==> config.mk <==
export PLATFORM = sky130hd
export DESIGN_NAME = shr_ift_seq
export DESIGN_NICKNAME = d
export VERILOG_FILES = /design/src/rtl/shr_ift_seq.sv
export SDC_FILE = /design/constraint.sdc
export NUM_CORES = 1
export LEC_CHECK = 0
export ABC_AREA = 1
export CORE_MARGIN = 3
export CORE_UTILIZATION = 37
export CTS_CLUSTER_SIZE = 30
export DETAILED_ROUTE_END_ITERATION = 8
export PLACE_DENSITY = 0.77
export SLEW_MARGIN = 20
export SYNTH_ARGS = -nofsm -noshare
export SYNTH_HDL_FRONTEND = slang
export SYNTH_SLANG_ARGS = --single-unit
==> constraint.sdc <==
create_clock -name clk -period 1.2 [get_ports clk]
set_clock_uncertainty 0.05 [all_clocks]
set_input_delay 0.12 -clock clk [delete_from_list [all_inputs] [get_ports clk]]
set_output_delay 0.12 -clock clk [all_outputs]
set_load 0.1 [all_outputs]
==> src/rtl/shr_ift_seq.sv <==
// Iterative one-bit-per-cycle right shifter with information-flow taint tracking.
// Optional arithmetic (sign-fill) shift is enabled by defining SHR_ARITH_EN.
module shr_ift_seq #(
    parameter int WIDTH   = 4,
    parameter int SHAMT_W = $clog2(WIDTH) + 1,
    parameter int TAINT_W = 32
) (
    input  logic               clk,
    input  logic               rst_n,
    input  logic               in_valid,
    output logic               in_ready,
    input  logic [WIDTH-1:0]   a,
    input  logic [TAINT_W-1:0] a_t,
    input  logic [SHAMT_W-1:0] b,
    input  logic [TAINT_W-1:0] b_t,
`ifdef SHR_ARITH_EN
    input  logic               arith,
`endif
    output logic               out_valid,
    input  logic               out_ready,
    output logic [WIDTH-1:0]   c,
    output logic [TAINT_W-1:0] c_t,
    output logic [TAINT_W-1:0] out_valid_t
);

    typedef enum logic [1:0] {
        IDLE,
        SHIFT,
        DONE
    } state_e;

    state_e               state_q, state_d;
    logic [WIDTH-1:0]     data_q, data_d;
    logic [SHAMT_W-1:0]   count_q, count_d;
    logic                 fill_q, fill_d;
    logic [TAINT_W-1:0]   ct_q, ct_d;
    logic [TAINT_W-1:0]   ovt_q, ovt_d;
    logic                 fill_in;
    logic [SHAMT_W-1:0]   count_init;

`ifdef SHR_ARITH_EN
    assign fill_in = arith & a[WIDTH-1];
`else
    assign fill_in = 1'b0;
`endif

    // Shift amounts beyond WIDTH would only shift in more fill bits, so saturate.
    assign count_init = (b > SHAMT_W'(WIDTH)) ? SHAMT_W'(WIDTH) : b;

    always_ff @(posedge clk or negedge rst_n) begin
        if (!rst_n) begin
            state_q <= IDLE;
            data_q  <= '0;
            count_q <= '0;
            fill_q  <= 1'b0;
            ct_q    <= '0;
            ovt_q   <= '0;
        end else begin
            state_q <= state_d;
            data_q  <= data_d;
            count_q <= count_d;
            fill_q  <= fill_d;
            ct_q    <= ct_d;
            ovt_q   <= ovt_d;
        end
    end

    always_comb begin
        state_d = state_q;
        data_d  = data_q;
        count_d = count_q;
        fill_d  = fill_q;
        ct_d    = ct_q;
        ovt_d   = ovt_q;
        case (state_q)
            IDLE: begin
                if (in_valid) begin
                    data_d  = a;
                    count_d = count_init;
                    fill_d  = fill_in;
                    ct_d    = a_t | b_t;
                    // Completion time depends on b, so out_valid inherits b's label.
                    ovt_d   = b_t;
                    state_d = SHIFT;
                end
            end
            SHIFT: begin
                if (count_q != '0) begin
                    data_d  = {fill_q, data_q[WIDTH-1:1]};
                    count_d = count_q - SHAMT_W'(1);
                end else begin
                    state_d = DONE;
                end
            end
            DONE: begin
                if (out_ready) begin
                    state_d = IDLE;
                end
            end
            default: state_d = IDLE;
        endcase
    end

    assign in_ready    = (state_q == IDLE);
    assign out_valid   = (state_q == DONE);
    assign c           = data_q;
    assign c_t         = ct_q;
    assign out_valid_t = ovt_q;

endmodule

==> results by group <==
Route
  • Detailed Route WL: 11250 µm
  • DRT iter0 DRCs: 91
  • ANT nets after route: 0
  • Via density: 4.926
  • WL/cell: 18.06 µm
  • Drt pass-1 iters: 4
  • Drc violations: 0
  • Via count: 3069

Yosys
  • Area leader, netlist: dfrtp_1
  • Post-Syn Area per Cell: 8.887 µm²
  • Synthesis-stage register bit count: 73
  • Mapped Nets: 417
  • Ys flop type: dfrtp_1
  • Seq/Total Area, Yosys: 0.6046
  • Post-synthesis mux area share: 0
  • YS warnings: 0
  • Post-synthesis compound-gate area fraction: 0.06087
  • Post-synthesis xor/xnor area fraction: 0
  • Post-synth top area share: 0.6046
  • Post-Syn Area: 0.003022 mm²
  • Number of flops mapped to enable cells by yosys: 0
  • Distinct cells, synth: 18
  • Dominant cells by area after synthesis: dfrtp_1 (60%), nand2_1 (19%), nor2_1 (4.3%)
  • Post-Synth Simple-Gate Area: 0.2716
  • Post-synthesis adder-cell area fraction: 0.008282
  • Synth async-reset ratio: 1.000
  • Largest family of logic cells by synthesized area: simple AND/OR/NAND/NOR gates
  • Top-count cell post-synth: nand2_1
  • List of most frequent post-synthesis cells: nand2_1 (156), dfrtp_1 (73), nor2_1 (35), o21ai_1 (25), nand3_1 (12)
  • Post-Syn Instances: 340

Global route
  • Initial antenna violation count: 0
  • Largest net degree at the start of global routing: 74
  • Global-route wire length before repair: 15410 µm
  • Overflow after GRT: 0
  • GRT Resource Usage Total: 0.2230
  • Vias in the first global route: 3088

Worst hold path
  • Hold crit path type: primary input to flip-flop

Worst setup path
  • CP Launch Type: flip-flop
  • Slowest CP cell: dfrtp_1
  • Cell Chain, Critical Path: nor2_4, buf_12, nand2_8, buf_8, nand3_1, nand2_2
  • CP peak stage delay: 0.44 ns
  • Crit Path Category: flip-flop to flip-flop
  • CP endpoint kind: flip-flop
  • Worst-path fanout max: 6
  • Worst path required time: 1.37 ns
  • CP arrival: 1.62 ns

Timing
  • Tmin final: 1.447 ns
  • Max-slew violation count: 0
  • FMAX: 690.9 MHz
  • Crit share post-route: 1.206
  • Final hold vios: 0
  • Final worst setup slack: -0.2474 ns
  • Final Setup Violations: 74
  • RSZ-0062 raised after global routing: true
  • Worst-margin pin slew: 0.5380 ns
  • Worst relative slew slack: 0.6402

Cells and area
  • Ratio of cells with drive above 1 in the final layout: 0.4626
  • Seq. cell area: 0.001834 mm²
  • P&R area growth vs syn: 113.6%
  • Fillers: 434
  • Core Util, Final: 0.8268
  • Multi-input gate area: 0.001471 mm²
  • ANT cells: 0
  • Final #Nets: 593

Die
  • # rows: 32
  • Die area: 0.009287 mm²
  • Core Region: 0.007807 mm²
  • Horiz. Die Dim: 96.37 µm
  • Initial Util: 0.3870
  • I/O pin count: 145
  • Die H: 96.37 µm

Placement
  • Routability Congestion: 0.8373
  • Port Buffer Count: 144
  • HPWL after detailed placement: 6475 µm
  • Place WS: -0.4121 ns

Run status
  • Outcome: complete, but fails checks
  • Failing checks: negative setup slack

Clocking
  • H-tree levels: 3
  • CTS clk-pin slew, worst paths: 0.08 ns
  • CTS Buffer Depth: 2
  • Clock buffers created by TritonCTS: 9
  • CTS Sinks: 73
  • Worst-skew pair later-pin latency: 0.34 ns
  • Root Driver: clkbuf_8
  • TritonCTS clock tree: yes

Flow run
  • Max-Cap Viols: 0
flip-flops by register name, indices dropped and copies added, names as in the netlist:
register / count
c_t: 32
state_q: 2
count_q: 3
out_valid_t: 32
c: 4
layer usage:
| metal | share of wire | wire [µm] | track usage |
|---|---|---|---|
| met5 | 0 | 0 | 0 |
| met2 | 0.54 | 6101 | 0.3830 |
| met1 | 0.37 | 4184 | 0.2577 |
| met4 | 0.025 | 276 | 0.1051 |
| met3 | 0.061 | 687 | 0.06119 |
cell type report:
class | count | share of cell area
well taps | 102 | 0.01977
repair buffers | 178 | 0.4251
flip-flops and latches | 73 | 0.2842
multi-input cells | 245 | 0.2280
clock inverters | 5 | 0.01202
inverters | 9 | 0.007560
clock buffers | 11 | 0.02345
kinds of logic after synthesis:
logic type | after synthesis
flops | 73
compound gates | 33
fa+ha+maj | 2
buf+inv | 24
simple gates | 208
layout by cell type, fill, tap and decap left out, drive strengths merged, types with 3 or more instances in the layout:
cell and instances:
nor2 36, dfrtp 73, nand3 12, nand2 160, clkinv 3, inv 8, buf 99, o21ai 33
clkdlybuf4s50 73, clkbuf 16
stage by stage:
stage,hold slack (ns),cells,cell area [µm²],setup TNS (ns)
5_1_grt,0.2818,623,6455,-17.46
6_report,0.2830,623,6455,-14.40
3_3_place_gp,0.1136,582,5293,-4.843
4_1_cts,0.2558,618,6103,-9.352
3_5_place_dp,0.1163,582,5293,-6.397
2_1_floorplan,-0.2256,340,3024,-35.80
timing repair:
action / CTS / global route
gates resized for setup: 72 / 88
setup buffers: 10 / 1
gates cloned: 9 / 6
pin swaps: 15 / 16
hold buffers: 1 / 0
setup endpoints to repair: 41 / 77
hold endpoints to repair: 73 / 0
path summary, 6_finish.rpt:
kind | slack (ns) | start | cells after the start | end
min in group asynchronous | 0.30 | rst_n | 3 | state_q[1]$_DFFE_PN0P_
min | 0.28 | a[3] | 3 | c[3]$_DFFE_PN0P_
max reg2reg | -0.25 | state_q[0]$_DFFE_PN0P_ | 6 | count_q[2]$_DFFE_PN0P_
max in group asynchronous | 0.46 | rst_n | 3 | c_t[15]$_DFFE_PN0P_
max | -0.25 | state_q[0]$_DFFE_PN0P_ | 6 | count_q[2]$_DFFE_PN0P_
min reg2reg | 0.48 | out_valid_t[21]$_DFFE_PN0P_ | 2 | out_valid_t[21]$_DFFE_PN0P_
worst max-delay path: cells and delay by family, from the launching register on:
kind | cells | cell delay [ns]
AND/OR/NAND/NOR | 4 | 0.49
flip-flops | 1 | 0.44
buffers and inverters | 2 | 0.36
Power is not shown: default switching activity piles up to over one toggle a cycle in this logic, so the estimate is an artifact.
